### src/rtl/stack_tracker.sv
// Stacking-game tracker: compares each stopped block span with the top of the stack and records the overlap.
// Optional macro STACK_PERFECT_GROW_EN grows the span by one unit on a perfectly aligned stop.
module stack_tracker #(
  parameter int X_W        = 9,
  parameter int SIZE_W     = 4,
  parameter int LEVELS     = 16,
  parameter int LVL_W      = $clog2(LEVELS),
  parameter int UNIT_LOG2  = 3,
  parameter int INIT_START = 100,
  parameter int INIT_END   = 163
) (
  input  logic              clk,
  input  logic              resetn,
  input  logic              clear,
  input  logic              stop_valid,
  output logic              stop_ready,
  input  logic [X_W-1:0]    curr_start,
  input  logic [X_W-1:0]    curr_end,
  output logic [X_W-1:0]    prev_start,
  output logic [X_W-1:0]    prev_end,
  output logic [SIZE_W-1:0] prev_size,
  output logic [LVL_W-1:0]  level,
  output logic              result_valid,
  output logic              perfect,
  output logic              game_over,
  input  logic [LVL_W-1:0]  rd_level,
  output logic [X_W-1:0]    rd_start,
  output logic [X_W-1:0]    rd_end
);

  // States: IDLE accept stop | CMP overlap | UPD commit | OVER wait for clear
  localparam logic [1:0] S_IDLE = 2'd0;
  localparam logic [1:0] S_CMP  = 2'd1;
  localparam logic [1:0] S_UPD  = 2'd2;
  localparam logic [1:0] S_OVER = 2'd3;

  localparam logic [SIZE_W-1:0] SIZE_MAX = '1;
  localparam logic [X_W-1:0]    BASE_S   = X_W'(INIT_START);
  localparam logic [X_W-1:0]    BASE_E   = X_W'(INIT_END);
  localparam logic [SIZE_W-1:0] BASE_SZ  = SIZE_W'((INIT_END - INIT_START + 1) >> UNIT_LOG2);
  localparam logic [LVL_W-1:0]  TOP_LVL  = LVL_W'(LEVELS - 1);

  logic [1:0]        state_q, state_d;
  logic [X_W-1:0]    cur_s_q, cur_s_d, cur_e_q, cur_e_d;
  logic [X_W-1:0]    ov_s_q, ov_s_d, ov_e_q, ov_e_d;
  logic [SIZE_W-1:0] sz_q, sz_d;
  logic              miss_q, miss_d, perf_q, perf_d;
  logic [X_W-1:0]    prev_s_q, prev_s_d, prev_e_q, prev_e_d;
  logic [SIZE_W-1:0] prev_sz_q, prev_sz_d;
  logic [LVL_W-1:0]  level_q, level_d;
  logic              rv_q, rv_d, perfect_q, perfect_d, over_q, over_d;
  logic              hist_we;
  logic [X_W-1:0]    hist_s_q [LEVELS];
  logic [X_W-1:0]    hist_e_q [LEVELS];
  logic [X_W-1:0]    rd_s_q, rd_e_q;

  logic [X_W-1:0]    ov_s, ov_e;
  logic [X_W:0]      ov_w, raw_sz;
  logic [SIZE_W-1:0] sat_sz;
  logic              cmp_miss, cmp_perf;
  logic [X_W-1:0]    new_e;
  logic [SIZE_W-1:0] new_sz;
  logic [LVL_W-1:0]  lvl_nxt;

  assign ov_s     = (prev_s_q > cur_s_q) ? prev_s_q : cur_s_q;
  assign ov_e     = (prev_e_q < cur_e_q) ? prev_e_q : cur_e_q;
  assign ov_w     = {1'b0, ov_e} - {1'b0, ov_s} + (X_W+1)'(1);
  assign raw_sz   = ov_w >> UNIT_LOG2;
  assign sat_sz   = (raw_sz > (X_W+1)'(SIZE_MAX)) ? SIZE_MAX : raw_sz[SIZE_W-1:0];
  // An overlap narrower than one size unit counts as a miss.
  assign cmp_miss = (ov_s > ov_e) || (cur_s_q > cur_e_q) || (raw_sz == '0);
  assign cmp_perf = (cur_s_q == prev_s_q) && (cur_e_q == prev_e_q);
  assign lvl_nxt  = level_q + LVL_W'(1);

`ifdef STACK_PERFECT_GROW_EN
  localparam logic [X_W:0]   UNIT_PX = (X_W+1)'(1) << UNIT_LOG2;
  localparam logic [X_W-1:0] X_MAX   = '1;
  logic [X_W:0] grow_e;
  assign grow_e = {1'b0, ov_e_q} + UNIT_PX;
  assign new_e  = !perf_q ? ov_e_q : (grow_e[X_W] ? X_MAX : grow_e[X_W-1:0]);
  assign new_sz = (perf_q && sz_q != SIZE_MAX) ? sz_q + SIZE_W'(1) : sz_q;
`else
  assign new_e  = ov_e_q;
  assign new_sz = sz_q;
`endif

  always_comb begin
    state_d   = state_q;
    cur_s_d   = cur_s_q;
    cur_e_d   = cur_e_q;
    ov_s_d    = ov_s_q;
    ov_e_d    = ov_e_q;
    sz_d      = sz_q;
    miss_d    = miss_q;
    perf_d    = perf_q;
    prev_s_d  = prev_s_q;
    prev_e_d  = prev_e_q;
    prev_sz_d = prev_sz_q;
    level_d   = level_q;
    rv_d      = 1'b0;
    perfect_d = perfect_q;
    over_d    = over_q;
    hist_we   = 1'b0;
    if (clear) begin
      state_d   = S_IDLE;
      cur_s_d   = '0;
      cur_e_d   = '0;
      ov_s_d    = '0;
      ov_e_d    = '0;
      sz_d      = '0;
      miss_d    = 1'b0;
      perf_d    = 1'b0;
      prev_s_d  = BASE_S;
      prev_e_d  = BASE_E;
      prev_sz_d = BASE_SZ;
      level_d   = '0;
      perfect_d = 1'b0;
      over_d    = 1'b0;
    end else begin
      case (state_q)
        S_IDLE: if (stop_valid) begin
          cur_s_d = curr_start;
          cur_e_d = curr_end;
          state_d = S_CMP;
        end
        S_CMP: begin
          ov_s_d  = ov_s;
          ov_e_d  = ov_e;
          sz_d    = sat_sz;
          miss_d  = cmp_miss;
          perf_d  = cmp_perf;
          state_d = S_UPD;
        end
        S_UPD: begin
          rv_d      = 1'b1;
          perfect_d = perf_q && !miss_q;
          if (miss_q) begin
            over_d  = 1'b1;
            state_d = S_OVER;
          end else begin
            prev_s_d  = ov_s_q;
            prev_e_d  = new_e;
            prev_sz_d = new_sz;
            level_d   = lvl_nxt;
            hist_we   = 1'b1;
            if (lvl_nxt == TOP_LVL) begin
              over_d  = 1'b1;
              state_d = S_OVER;
            end else begin
              state_d = S_IDLE;
            end
          end
        end
        S_OVER: state_d = S_OVER;
        default: state_d = S_IDLE;
      endcase
    end
  end

  always_ff @(posedge clk or negedge resetn) begin
    if (!resetn) begin
      state_q   <= S_IDLE;
      cur_s_q   <= '0;
      cur_e_q   <= '0;
      ov_s_q    <= '0;
      ov_e_q    <= '0;
      sz_q      <= '0;
      miss_q    <= 1'b0;
      perf_q    <= 1'b0;
      prev_s_q  <= BASE_S;
      prev_e_q  <= BASE_E;
      prev_sz_q <= BASE_SZ;
      level_q   <= '0;
      rv_q      <= 1'b0;
      perfect_q <= 1'b0;
      over_q    <= 1'b0;
    end else begin
      state_q   <= state_d;
      cur_s_q   <= cur_s_d;
      cur_e_q   <= cur_e_d;
      ov_s_q    <= ov_s_d;
      ov_e_q    <= ov_e_d;
      sz_q      <= sz_d;
      miss_q    <= miss_d;
      perf_q    <= perf_d;
      prev_s_q  <= prev_s_d;
      prev_e_q  <= prev_e_d;
      prev_sz_q <= prev_sz_d;
      level_q   <= level_d;
      rv_q      <= rv_d;
      perfect_q <= perfect_d;
      over_q    <= over_d;
    end
  end

  // History and its read port: a same-cycle write is not visible to the read.
  always_ff @(posedge clk or negedge resetn) begin
    if (!resetn) begin
      for (int i = 0; i < LEVELS; i++) begin
        hist_s_q[i] <= (i == 0) ? BASE_S : '0;
        hist_e_q[i] <= (i == 0) ? BASE_E : '0;
      end
      rd_s_q <= '0;
      rd_e_q <= '0;
    end else if (clear) begin
      for (int i = 0; i < LEVELS; i++) begin
        hist_s_q[i] <= (i == 0) ? BASE_S : '0;
        hist_e_q[i] <= (i == 0) ? BASE_E : '0;
      end
      rd_s_q <= '0;
      rd_e_q <= '0;
    end else begin
      if (hist_we) begin
        hist_s_q[lvl_nxt] <= ov_s_q;
        hist_e_q[lvl_nxt] <= new_e;
      end
      rd_s_q <= (rd_level > level_q) ? '0 : hist_s_q[rd_level];
      rd_e_q <= (rd_level > level_q) ? '0 : hist_e_q[rd_level];
    end
  end

  assign stop_ready   = (state_q == S_IDLE);
  assign prev_start   = prev_s_q;
  assign prev_end     = prev_e_q;
  assign prev_size    = prev_sz_q;
  assign level        = level_q;
  assign result_valid = rv_q;
  assign perfect      = perfect_q;
  assign game_over    = over_q;
  assign rd_start     = rd_s_q;
  assign rd_end       = rd_e_q;

endmodule

### config.mk
export PLATFORM = sky130hd
export DESIGN_NAME = stack_tracker
export DESIGN_NICKNAME = d
export VERILOG_FILES = /design/src/rtl/stack_tracker.sv
export SDC_FILE = /design/constraint.sdc
export NUM_CORES = 1
export LEC_CHECK = 0
export CAP_MARGIN = 5
export CORE_UTILIZATION = 55
export CTS_BUF_LIST = sky130_fd_sc_hd__clkbuf_4 sky130_fd_sc_hd__clkbuf_8 sky130_fd_sc_hd__clkbuf_16
export DETAILED_ROUTE_END_ITERATION = 7
export GPL_TIMING_DRIVEN = 0
export PLACE_DENSITY = 0.75
export SKIP_CTS_REPAIR_TIMING = 1
export SLEW_MARGIN = 10
export SYNTH_ARGS = -nofsm -noshare
export SYNTH_HDL_FRONTEND = slang
export SYNTH_SLANG_ARGS = --single-unit
### constraint.sdc
create_clock -name clk -period 5.58 [get_ports clk]
set_input_delay 1.116 -clock clk [delete_from_list [all_inputs] [get_ports clk]]
set_output_delay 1.116 -clock clk [all_outputs]
set_load 0.03 [all_outputs]
# --- Yosys cells after proc, flatten, opt, wreduce, memory -nomap -nowiden ---
# Index checks and enable logic that the tools add are counted.
totals:
  reg_bits: 379
  inputBits: 26
  wordCells: 153
op_classes:
  bitwise_logic: 2
  eq_ne: 8
  reduce_logical: 17
  n_mux: 65
  add_sub_neg: 3
  magnitude_cmp: 9
op_table:
  columns: ["op", "count"]
  rows:
  - ["$mux 144", 4]
  - ["$bwmux 144", 2]
  - ["$mux 9", 27]
  - ["$bmux 9 s4", 2]
  - ["$demux 9 s4", 1]
  - ["$mux 4", 9]
  - ["$gt 9x9->1", 3]
  - ["$eq 9x9->1", 2]
  - ["$mux 1", 15]
  - ["$add 10x1->10 const B", 1]
  - ["$ge 5x5->1 const B", 2]
  - ["$logic_not 10->1", 1]
  - ["$not 4->5", 2]
  - ["$reduce_bool 2->1", 5]
  - ["$sub 9x9->10", 1]
  - ["$lt 9x9->1", 1]
  - ["$mux 2", 4]
  - ["$pmux 2 s4", 1]
  - ["$gt 7x4->1 const B", 1]
  - ["$reduce_and 2->1", 3]
  - ["$lt 5x1->1 const B", 1]
  - ["$add 4x1->4 const B", 1]
  - ["$eq 2x2->1 const B", 2]
  - ["$eq 4x4->1 const B", 1]
  - ["9 further kinds", 12]

# --- Logic depth before layout (Yosys ltp) ---
# Gate-level depths: netlist (run 1).
logic_depth:
  ltp_word: 9
  depth_mapped: 18
  ltp_nobuf: 17

# --- Worst setup path after synthesis (run 1) ---
# OpenSTA, ideal clock, no wires.
synth_path:
  path_type: "reg2reg"
  start: "register prev_s_q[8], in the netlist prev_start[8]"
  end: "register sz_q[3], in the netlist new_sz[3]"
  setup_slack_ns: 1.130
  arrival_ns: 4.302
  t_required_ns: 5.432
  n_path_buf: 0
  setup_ns: 0.148
  path_stages_with_launch: 14
  path_cell_list: "dfrtp_1 > ha_1 > nand2_1 > nor4_2 > a21oi_1 > mux2_2 > ha_1 > fa_1 > and4bb_4 > o21ai_0 > nor2_1 > or3b_2 > a2111oi_0 > a211oi_1"
synth_between:
  elab_chain_cells: 8
synth_rtl:
  columns: ["element", "line", "source"]
  rows:
  - ["from (decl)", "48", "logic [X_W-1:0] prev_s_q, prev_s_d, prev_e_q, prev_e_d;"]
  - ["from (signal assigned)", "186", "prev_s_q <= prev_s_d;"]
  - ["$gt 9x9->1", "65", "assign ov_s = (prev_s_q > cur_s_q) ? prev_s_q : cur_s_q;"]
  - ["$mux 9 *", "65", null]
  - ["$sub 9x9->10 *", "67", "assign ov_w = {1'b0, ov_e} - {1'b0, ov_s} + (X_W+1)'(1);"]
  - ["$add 10x1->10 *", "67", null]
  - ["$gt 7x4->1", "69", "assign sat_sz = (raw_sz > (X_W+1)'(SIZE_MAX)) ? SIZE_MAX : raw_sz[SIZE_W-1:0];"]
  - ["$mux 4 *", "69", null]
  - ["$mux 4 *", "120", "case (state_q)"]
  - ["$mux 4 *", "104", "if (clear) begin"]
  - ["to (signal assigned)", "183", "sz_q <= sz_d;"]
  - ["to (decl)", "46", "logic [SIZE_W-1:0] sz_q, sz_d;"]
# Mark *: on every way between the ends. The rest lies on a longest branch, timed or not. The select of a mux whose other input is x is not followed.
# A chain may end at the register's enable or synchronous reset.

# --- Final worst setup path (run 1) ---
layout_path:
  start: "register prev_e_q[1], in the netlist prev_end[1]"
  end: "register miss_q"
layout_between:
  elab_chain_cells: 8
  word_cells_on_any_way: 10
  classes_between: "add/sub: 2; order compare: 2; mux: 3; reduce/logical: 3"
layout_rtl:
  columns: ["element", "line", "source"]
  rows:
  - ["from (decl)", "48", null]
  - ["from (signal assigned)", "187", "prev_e_q <= prev_e_d;"]
  - ["$lt 9x9->1", "66", "assign ov_e = (prev_e_q < cur_e_q) ? prev_e_q : cur_e_q;"]
  - ["$mux 9 *", "66", null]
  - ["$sub 9x9->10", "67", null]
  - ["$add 10x1->10", "67", null]
  - ["$logic_not 10->1", "71", "assign cmp_miss = (ov_s > ov_e) || (cur_s_q > cur_e_q) || (raw_sz == '0);"]
  - ["$logic_or 1x1->1 *", "71", null]
  - ["$mux 1 *", "120", null]
  - ["$mux 1 *", "104", null]
  - ["to (signal assigned)", "184", "miss_q <= miss_d;"]
  - ["to (decl)", "47", "logic miss_q, miss_d, perf_q, perf_d;"]
# Marked as above.

==> results of run 1 <==
-- flip-flops by register name, summed over array words and instances (netlist names), 9 cells and up --
register,cells
prev_start,9
hist_e_q,144
ov_s_q,9
rd_start,9
cur_s_q,9
cur_e_q,9
prev_end,9
new_e,9
rd_end,9
hist_s_q,144
-- worst register-to-register path, cell delays in order, from the launching register on --
cell       delay (ns)
dfstp_2          0.59
ha_1             0.26
nor2b_1          0.14
o21ai_0          0.18
a2111oi_0        0.12
a2111oi_0        0.39
buf_2            0.34
mux2i_1          0.41
inv_1            0.08
ha_1             0.36
ha_1             0.31
buf_4            0.15
and3b_1          0.18
a2111oi_0        0.45
nand3b_1         0.20
a2111o_1         0.38
a2111oi_1        0.38
or3_1            0.16
-- routing by layer --
layer,vias to the layer above,share of wire [%],global-route usage [%]
met2,735,50,53.7
li1,6632,-,-
met3,164,8.2,6.58
met5,-,0.018,0
met4,2,3.9,14.8
met1,7639,38,41.0
-- cells in the mapped netlist (5+ instances only) --
master	number	area, um^2
nand2_1	402	1510
a22o_1	20	175
mux4_2	90	2030
a21o_1	8	60.1
a32oi_1	8	70.1
a21oi_1	191	956
o2111ai_1	8	70.1
inv_1	35	131
nor2b_1	31	194
ha_1	59	738
clkbuf_1	107	402
buf_1	6	22.5
nand3_1	25	125
dfrtp_1	364	9110
mux2i_1	141	1410
nor3_1	5	25.0
dfstp_2	15	394
buf_2	41	205
nand3b_1	16	120
mux2_2	8	90.1
nor2_1	152	571
nand4_1	13	81.3
o21ai_0	20	100
xnor2_1	6	52.6
-- power groups by stage --
| stage | combinational [mW] | sequential [mW] | clock (mW) |
|---|---|---|---|
| 2_1_floorplan | 0.486 | 2.86 | 0 |
| 3_3_place_gp | 0.750 | 2.86 | 0 |
| 3_5_place_dp | 0.770 | 2.86 | 0 |
| 4_1_cts | 0.776 | 2.81 | 2.83 |
| 5_1_grt | 0.853 | 2.81 | 2.93 |
| 6_report | 0.784 | 2.81 | 2.82 |
-- placed cells by master, fill, tap and decap left out, types with 35 or more instances in the layout --
cell type        netlist  layout
clkbuf_16              0      43
nand2_1              402     402
a21oi_1              191     191
clkdlybuf4s50_1        0      71
mux4_2                90      90
dfrtp_1              364     364
clkbuf_1             107     107
inv_1                 35      35
ha_1                  59      59
buf_2                 41      41
mux2i_1              141     141
nor2_1               152     152
-- worst min-delay path by stage --
stage | start | endpoint | slack, ns | depth (start not counted)
floorplan | new_sz[3] | prev_size[3] | 0.46 | 2
global placement | hist_s_q[141] | hist_s_q[141] | 0.48 | 2
detailed placement | hist_s_q[141] | hist_s_q[141] | 0.49 | 2
CTS | hist_s_q[137] | hist_s_q[137] | 0.50 | 2
global route | hist_e_q[136] | hist_e_q[136] | 0.52 | 2
finish | hist_s_q[141] | hist_s_q[141] | 0.51 | 2
-- cell families after synthesis --
kind of cell | count (synthesis) | synth area share (%)
xor+xnor | 8 | 0.364
simple gates | 674 | 14.9
buf+inv | 194 | 4.13
compound gates | 292 | 9.02
mux | 239 | 18.3
flops | 379 | 49.3
fa+ha+maj | 60 | 3.94
-- final cells by class --
| class | instances | area (um^2) |
|---|---|---|
| Multi-Input combinational cell | 1273 | 8970 |
| Buffer | 158 | 659 |
| Timing Repair Buffer | 75 | 808 |
| Sequential cell | 379 | 9500 |
| Tap cell | 455 | 569 |
| Clock inverter | 12 | 124 |
| Fill cell | 2685 | 12400 |
| Inverter | 36 | 135 |
| Antenna cell | 2 | 5.00 |
| Clock buffer | 64 | 1280 |
-- metrics by stage --
| stage | power, mW | hold WS [ns] | cell area [um^2] | TNS, ns | setup slack, ns |
|---|---|---|---|---|---|
| 2_1_floorplan | 3.34 | 0.463 | 19300 | 0 | 1.13 |
| 3_3_place_gp | 3.61 | 0.481 | 20500 | -4756.88 | -12.79 |
| 3_5_place_dp | 3.63 | 0.486 | 20600 | 0 | 0.297 |
| 4_1_cts | 6.42 | 0.502 | 22000 | 0 | 0.275 |
| 5_1_grt | 6.60 | 0.518 | 22100 | 0 | 0.0468 |
| 6_report | 6.41 | 0.505 | 22100 | 0 | 0.408 |
==> flow_summary.yaml, run 1 <==
routing:
  drc: 0
  via_per_inst: 6.18
  ant_nets: 0
  wl_per_cell_um: 22.9
  drt_pass1_iterations: 5
  num_vias: 15200
  drt_iter0_markers: 1560
  totalWireLength_mm: 56.2
worst_setup_path:
  startpoint_type: "register"
  critPathMaxFanout: 10
  r2r_setup_slack_ns: 0.41
  critPathLaunch: "prev_end[1]"
  crit_chain: "ha_1 -> nor2b_1 -> o21ai_0 -> a2111oi_0 -> a2111oi_0 -> buf_2 -> mux2i_1 -> inv_1 -> ha_1 -> ha_1 -> buf_4 -> and3b_1 -> a2111oi_0 -> nand3b_1 -> a2111o_1 -> a2111oi_1 -> or3_1"
  r2r-start: "prev_end[1]"
  crit_buf_inv: 3
  crit_path_end: "miss_q"
  worst-r2r-cell-count: 17
  cp.arrival_ns: 5.66
  crit_required_ns: 6.07
  cpLargestDelayFamily: "compound AO/OA/AOI/OAI gates"
  slowest_delay_ns: 0.59
  end_kind: "register"
  crit_type: "reg -> reg"
  worst-path-stages: 17
  crit_slowest_cell: "dfstp_2"
  worstReg2RegEnd: "miss_q"
final_layout:
  post-route-util_pct: 64.0
  area_growth_syn_to_layout_pct: 14.5
  drive_above_1_share_pct: 12.6
  layout.nets: 2050
  final_cells: 2454
clock_network:
  clockRootBuffer: "clkbuf_16"
  cts_tree: "yes"
  clk_pin_slew_worst_paths_ns: 0.06
  clockBufferDepth: 3
  numCtsBuffers: 41
  cts_sinks: 379
  htreeDepth: 2
  clkLatencyLatePin_ns: 0.57
timing:
  drv_slew: 0
  max_freq_mhz: 193
  rsz0062_at_grt: "false"
  hold_viol_final: 0
  relSlewSlack_pct: 27.5
  min_period_ns: 5.17
  finClkSkew_ns: 0.0225
  min_period_over_period_pct: 92.7
  setup_viol: 0
  worstMarginPinSlew_ns: 1.09
floorplan:
  num_io_pins: 74
  dieArea_um2: 35800
  rows: 68
  die_h_um: 189
  core_region_area_um2: 34500
  start_util_pct: 55.9
  die_width_um: 189
power_and_ir_drop:
  power.leakage_nw: 9.85
  p_per_area_nw_per_um2: 291
  peakVddDrop_mv: 0.245
  pwr-share-clk_pct: 43.9
  switching_share_pct: 26.1
  pwr-share-comb_pct: 12.2
  seqPwrFrac_pct: 43.9
  p_int_mw: 4.74
  p_sw_mw: 1.68
yosys:
  synth_edf_count: 0
  synth_area_um2: 19300
  ys_ff_latch: 379
  ys_warn_count: 0
  synthFlopType: "dfrtp_1"
  ys_seq_area_share_pct: 49.3
  yosysUniqueCellTypes: 63
  ys_async_sr_fraction_pct: 100
  syn_avg_cell_area_um2: 10.4
  synth_fp_nets: 1932
  synthCells: 1846
place:
  hpwl_mm: 40.1
  placedCellCount: 2376
  gp_congestion: 0.964
  port_buffers: 72
global_route:
  grt-ovfl-total: 0
  grtUsageTotal_pct: 32.4
  grt_pass1_wl_mm: 87.9
  grt_antenna_before_repair: 2
  grt_max_degree: 114
  grt_pass1_vias: 15500
min_path:
  hold_class: "reg -> reg"
outcome:
  outcome: "complete, no violations"
run:
  drv_cap: 0
(Power assumes the default switching activity.)
==> run 2, diff against run 1 <==
--- a/config.mk
+++ b/config.mk
@@ -6,11 +6,13 @@
 export NUM_CORES = 1
 export LEC_CHECK = 0
 export CAP_MARGIN = 5
-export CORE_UTILIZATION = 55
+export CELL_PAD_IN_SITES_DETAIL_PLACEMENT = 1
+export CELL_PAD_IN_SITES_GLOBAL_PLACEMENT = 1
+export CORE_UTILIZATION = 49
 export CTS_BUF_LIST = sky130_fd_sc_hd__clkbuf_4 sky130_fd_sc_hd__clkbuf_8 sky130_fd_sc_hd__clkbuf_16
 export DETAILED_ROUTE_END_ITERATION = 7
 export GPL_TIMING_DRIVEN = 0
-export PLACE_DENSITY = 0.75
+export PLACE_DENSITY = 0.82
 export SKIP_CTS_REPAIR_TIMING = 1
 export SLEW_MARGIN = 10
 export SYNTH_ARGS = -nofsm -noshare
==> run 2 against run 1 <==
  * Wire length is 19% higher
  * Critical path depth stayed put
  * Register-to-register slack worse by 0.15 ns
  * Combinational power is 5.4% higher
  * Clock skew is 0.0082 ns lower
  * Non-clock buffer count is 1 higher
  * Clock-buffer cell count stayed put
  * Clock power is 4% higher
  * Design area is 0.69% higher
  * Via count is 3.0% higher
  * Largest power group unchanged
==> flow_summary.yaml, run 2 (same netlist as run 1, synthesis figures left out) <==
final_layout:
  layout_commonest_cell: "nand2_1"
  post-route-util_pct: 57.3
  layout_common_cells: "nand2_1 (402), dfrtp_1 (364), a21oi_1 (190)"
  fill_cells: 4217
  area_growth_syn_to_layout_pct: 15.3
  drive_above_1_share_pct: 12.6
  final_cell_area_um2: 22200
  largestRegisters: "hist_e_q x144, hist_s_q x144"
  layout.nets: 2052
  antenna-diode-count: 0
worst_setup_path:
  crit_required_ns: 5.96
  timing.critical_path.mode_cell: "ha_1"
  r2r_setup_slack_ns: 0.25
  critPathMaxFanout: 10
  worstReg2RegEnd: "new_sz[3]"
  end_kind: "register"
  crit_type: "reg -> reg"
  cp.arrival_ns: 5.71
  crit_buf_inv: 2
  cpLargestDelayFamily: "compound AO/OA/AOI/OAI gates"
  r2r-start: "cur_s_q[1]"
  slowest_delay_ns: 0.52
  crit_chain: "inv_1 -> ha_1 -> nor2b_1 -> o21a_1 -> o21a_1 -> o31ai_1 -> a21oi_2 -> buf_2 -> mux2i_1 -> ha_1 -> ha_1 -> and4bb_4 -> o21ai_0 -> nor2_1 -> or3b_2 -> a2111oi_1 -> a211oi_1"
  crit_slowest_cell: "or3b_2"
  startpoint_type: "register"
  worst-r2r-cell-count: 17
global_route:
  grt_antenna_before_repair: 0
  grt_pass1_wl_mm: 103
  grt-ovfl-total: 0
  grtUsageTotal_pct: 33.7
  grt_max_degree: 113
  grt_pass1_vias: 16800
floorplan:
  die_width_um: 200
  start_util_pct: 49.7
  rows: 72
  dieArea_um2: 40100
  core_region_area_um2: 38700
  die_h_um: 200
  num_io_pins: 74
routing:
  wl_per_cell_um: 26.5
  drt_iter0_markers: 1174
  ant_nets: 0
  drt_pass1_iterations: 5
  via_per_inst: 6.21
  drc: 0
  totalWireLength_mm: 66.6
  num_vias: 15600
clock_network:
  htreeDepth: 2
  clk_pin_slew_worst_paths_ns: 0.06
  clockBufferDepth: 3
  cts_sinks: 379
  numCtsBuffers: 42
  clockRootBuffer: "clkbuf_16"
  cts_tree: "yes"
  clkLatencyLatePin_ns: 0.57
timing:
  min_period_over_period_pct: 95.4
  rsz0062_at_grt: "false"
  setup_ws_ns: 0.254
  worstMarginPinSlew_ns: 0.996
  fin_setup_tns_ns: 0
  max_freq_mhz: 188
  drv_slew: 0
  setup_viol: 0
  min_period_ns: 5.33
  hold_ws_ns: 0.470
  relSlewSlack_pct: 33.6
  hold_viol_final: 0
  finClkSkew_ns: 0.0143
power_and_ir_drop:
  peakVddDrop_mv: 0.226
  p_per_area_nw_per_um2: 296
  power.leakage_nw: 9.88
run:
  drv_cap: 0
place:
  hpwl_mm: 47.0
  gp_congestion: 0.906
  dpl_cell_area_um2: 20700
  port_buffers: 72
  pre_cts_ws_ns: -0.128
outcome:
  outcome: "complete, no violations"
min_path:
  hold_class: "in -> async"
## run 2: cell count changes in the layout (fill, tap and decap cells not counted), sizes merged
cell      change
clkinv        -3
inv           -1
diode         -2
clkinvlp      +1
buf           +1
bufinv        +1
## run 2: worst max path at each step
stage | cells past startpoint | to | start | slack [ns]
2_1_floorplan | 13 | new_sz[3] | prev_start[8] | 1.13
3_3_place_gp | 1 | hist_s_q[11] | resetn | -13.08
3_5_place_dp | 15 | miss_q | cur_s_q[5] | -0.13
4_1_cts | 15 | miss_q | cur_s_q[5] | -0.18
5_1_grt | 17 | new_sz[3] | cur_s_q[1] | 0.01
6_report | 17 | new_sz[3] | cur_s_q[1] | 0.25
## run 2: layout make-up
type                            count  area (um^2)  area share, %
Sequential cell                   379         9500           42.8
Multi-Input combinational cell   1273         8980           40.4
Clock buffer                       64         1320           5.94
Timing Repair Buffer               76          836           3.76
Buffer                            158          659           2.97
Tap cell                          518          648           2.92
Inverter                           36          135          0.608
Clock inverter                     10          130          0.586
## run 2: layer usage
layer,part of all wire [%],track usage (%),vias to the layer above
met3,5.6,4.39,153
met2,48,54.4,578
li1,-,-,6626
met5,0,0,-
met4,4.5,15.0,0
met1,42,45.9,8264
## run 2: metrics by stage
step	power, mW	cells
final	6.57	2514
after global routing	6.75	2514
after CTS	6.58	2514
after detailed placement	3.67	2440
after global placement	3.63	2436
after floorplan	3.34	1846
## run 2: power by group
group / total, mW / internal (mW) / switching, mW
clock network: 2.93 / 1.77 / 1.17
registers: 2.81 / 2.78 / 0.0367
logic: 0.826 / 0.279 / 0.546
==> run 3, diff against run 2 <==
--- a/config.mk
+++ b/config.mk
@@ -8,11 +8,11 @@
 export CAP_MARGIN = 5
 export CELL_PAD_IN_SITES_DETAIL_PLACEMENT = 1
 export CELL_PAD_IN_SITES_GLOBAL_PLACEMENT = 1
-export CORE_UTILIZATION = 49
+export CORE_UTILIZATION = 45
 export CTS_BUF_LIST = sky130_fd_sc_hd__clkbuf_4 sky130_fd_sc_hd__clkbuf_8 sky130_fd_sc_hd__clkbuf_16
 export DETAILED_ROUTE_END_ITERATION = 7
 export GPL_TIMING_DRIVEN = 0
-export PLACE_DENSITY = 0.82
+export PLACE_DENSITY = 0.76
 export SKIP_CTS_REPAIR_TIMING = 1
 export SLEW_MARGIN = 10
 export SYNTH_ARGS = -nofsm -noshare
==> run 3 against run 2 <==
  * First-iteration DRC count rose by 10%
  * Die area rose by 8.8%
  * Design area rose by 0.25%
  * Maximum frequency rose by 1.5%
  * Setup slack improved by 0.076 ns
  * Critical path type unchanged
  * Critical path depth rose by 1
  * Final cell count rose by 0.95%
==> flow_summary.yaml, run 3 (same netlist as run 1, synthesis figures left out) <==
global_route:
  grt_pass1_wl_mm: 101
  grt_pass1_vias: 16600
  grtUsageTotal_pct: 30.8
  grt-ovfl-total: 0
  grt_max_degree: 98
  grt_antenna_before_repair: 1
final_layout:
  layout.nets: 2052
  drive_above_1_share_pct: 12.7
  final_cell_area_um2: 22300
  layout_common_cells: "nand2_1 (402), dfrtp_1 (364), a21oi_1 (190)"
  antenna-diode-count: 0
  largestRegisters: "hist_e_q x144, hist_s_q x144"
  layout_commonest_cell: "nand2_1"
  area_growth_syn_to_layout_pct: 15.6
  fill_cells: 4608
worst_setup_path:
  crit_required_ns: 6.11
  crit_type: "reg -> reg"
  cpLargestDelayFamily: "compound AO/OA/AOI/OAI gates"
  crit_buf_inv: 3
  r2r_setup_slack_ns: 0.33
  end_kind: "register"
  crit_chain: "inv_1 -> ha_1 -> a211o_1 -> o22ai_1 -> nor2_1 -> o31ai_1 -> a21oi_2 -> buf_2 -> mux2i_1 -> ha_1 -> ha_1 -> buf_4 -> and3b_1 -> a2111oi_0 -> nand3b_1 -> a2111o_1 -> a2111oi_1 -> or3_1"
  cp.arrival_ns: 5.77
  startpoint_type: "register"
  crit_slowest_cell: "dfrtp_1"
  critPathMaxFanout: 10
  slowest_delay_ns: 0.55
  timing.critical_path.mode_cell: "ha_1"
timing:
  max_freq_mhz: 190
  worstMarginPinSlew_ns: 0.934
  setup_viol: 0
  min_period_over_period_pct: 94.1
  setup_ws_ns: 0.331
  min_period_ns: 5.25
  fin_setup_tns_ns: 0
  hold_viol_final: 0
  finClkSkew_ns: 0.0190
  rsz0062_at_grt: "false"
  relSlewSlack_pct: 37.7
  drv_slew: 0
routing:
  totalWireLength_mm: 65.3
  drt_iter0_markers: 1291
  via_per_inst: 6.00
  num_vias: 15200
  drc: 0
  wl_per_cell_um: 25.7
  ant_nets: 0
  drt_pass1_iterations: 5
clock_network:
  htreeDepth: 2
  cts_tree: "yes"
  clk_pin_slew_worst_paths_ns: 0.07
  clkLatencyLatePin_ns: 0.58
  clockRootBuffer: "clkbuf_16"
  clockBufferDepth: 3
  cts_sinks: 379
  numCtsBuffers: 42
place:
  pre_cts_ws_ns: 0.00259
  dpl_cell_area_um2: 20800
  hpwl_mm: 46.6
  gp_congestion: 0.906
  port_buffers: 72
power_and_ir_drop:
  p_sw_mw: 1.77
  p_int_mw: 4.85
  switching_share_pct: 26.7
  pwr-share-clk_pct: 45.1
  p_per_area_nw_per_um2: 297
  seqPwrFrac_pct: 42.5
  peakVddDrop_mv: 0.279
  pwr-share-comb_pct: 12.4
  finalPower_mw: 6.62
  power.leakage_nw: 9.89
floorplan:
  core_region_area_um2: 42000
  num_io_pins: 74
  die_h_um: 209
  dieArea_um2: 43600
  die_width_um: 209
  start_util_pct: 45.8
  rows: 75
min_path:
  hold_class: "in -> async"
outcome:
  outcome: "complete, no violations"
run:
  drv_cap: 0
run 3: through the flow:
stage          hold WS (ns)  instances  utilization [%]
4_1_cts               0.429       2538             52.9
6_report              0.430       2538             53.0
3_5_place_dp          0.489       2461             49.4
5_1_grt               0.451       2538             53.0
2_1_floorplan         0.463       1846                -
3_3_place_gp          0.479       2457             49.1
run 3: worst register-to-register path: stages (launching register included):
cell	delay, ns
dfrtp_1	0.55
inv_1	0.08
ha_1	0.33
a211o_1	0.19
o22ai_1	0.09
nor2_1	0.15
o31ai_1	0.13
a21oi_2	0.32
buf_2	0.34
mux2i_1	0.39
ha_1	0.34
ha_1	0.30
buf_4	0.16
and3b_1	0.18
a2111oi_0	0.40
nand3b_1	0.20
a2111o_1	0.39
a2111oi_1	0.49
or3_1	0.18
run 3: area by class of cell:
cell class                      count  area (um^2)  area share, %
Inverter                           36          135          0.607
Buffer                            158          659           2.96
Clock inverter                     16          194          0.871
Tap cell                          539          674           3.03
Multi-Input combinational cell   1273         8970           40.3
Timing Repair Buffer               76          836           3.75
Sequential cell                   379         9500           42.7
Clock buffer                       61         1290           5.79
run 3: final timing paths:
path                                     from             to  cells after the start
min in group clk                hist_s_q[137]  hist_s_q[137]                      2
worst max register to register     cur_s_q[6]         miss_q                     18
worst min-delay path                   resetn   prev_size[1]                      1
worst max-delay path               cur_s_q[6]         miss_q                     18
worst min register to register  hist_s_q[137]  hist_s_q[137]                      2
max in group asynchronous              resetn  hist_s_q[111]                      3
run 3: power groups by stage:
| stage | sequential [mW] | combinational (mW) | clock [mW] |
|---|---|---|---|
| floorplan | 2.86 | 0.486 | 0 |
| global placement | 2.87 | 0.765 | 0 |
| detailed placement | 2.86 | 0.801 | 0 |
| CTS | 2.81 | 0.806 | 3.02 |
| global route | 2.82 | 0.883 | 3.11 |
| finish | 2.82 | 0.819 | 2.98 |
run 3: layer usage:
layer / global-route usage (%) / wire length, um / up-vias
met4: 9.96 / 1890 / 2
met2: 50.1 / 31200 / 422
met5: 0 / 12 / -
met1: 42.9 / 29100 / 8062
li1: - / - / 6632
met3: 3.94 / 3050 / 116
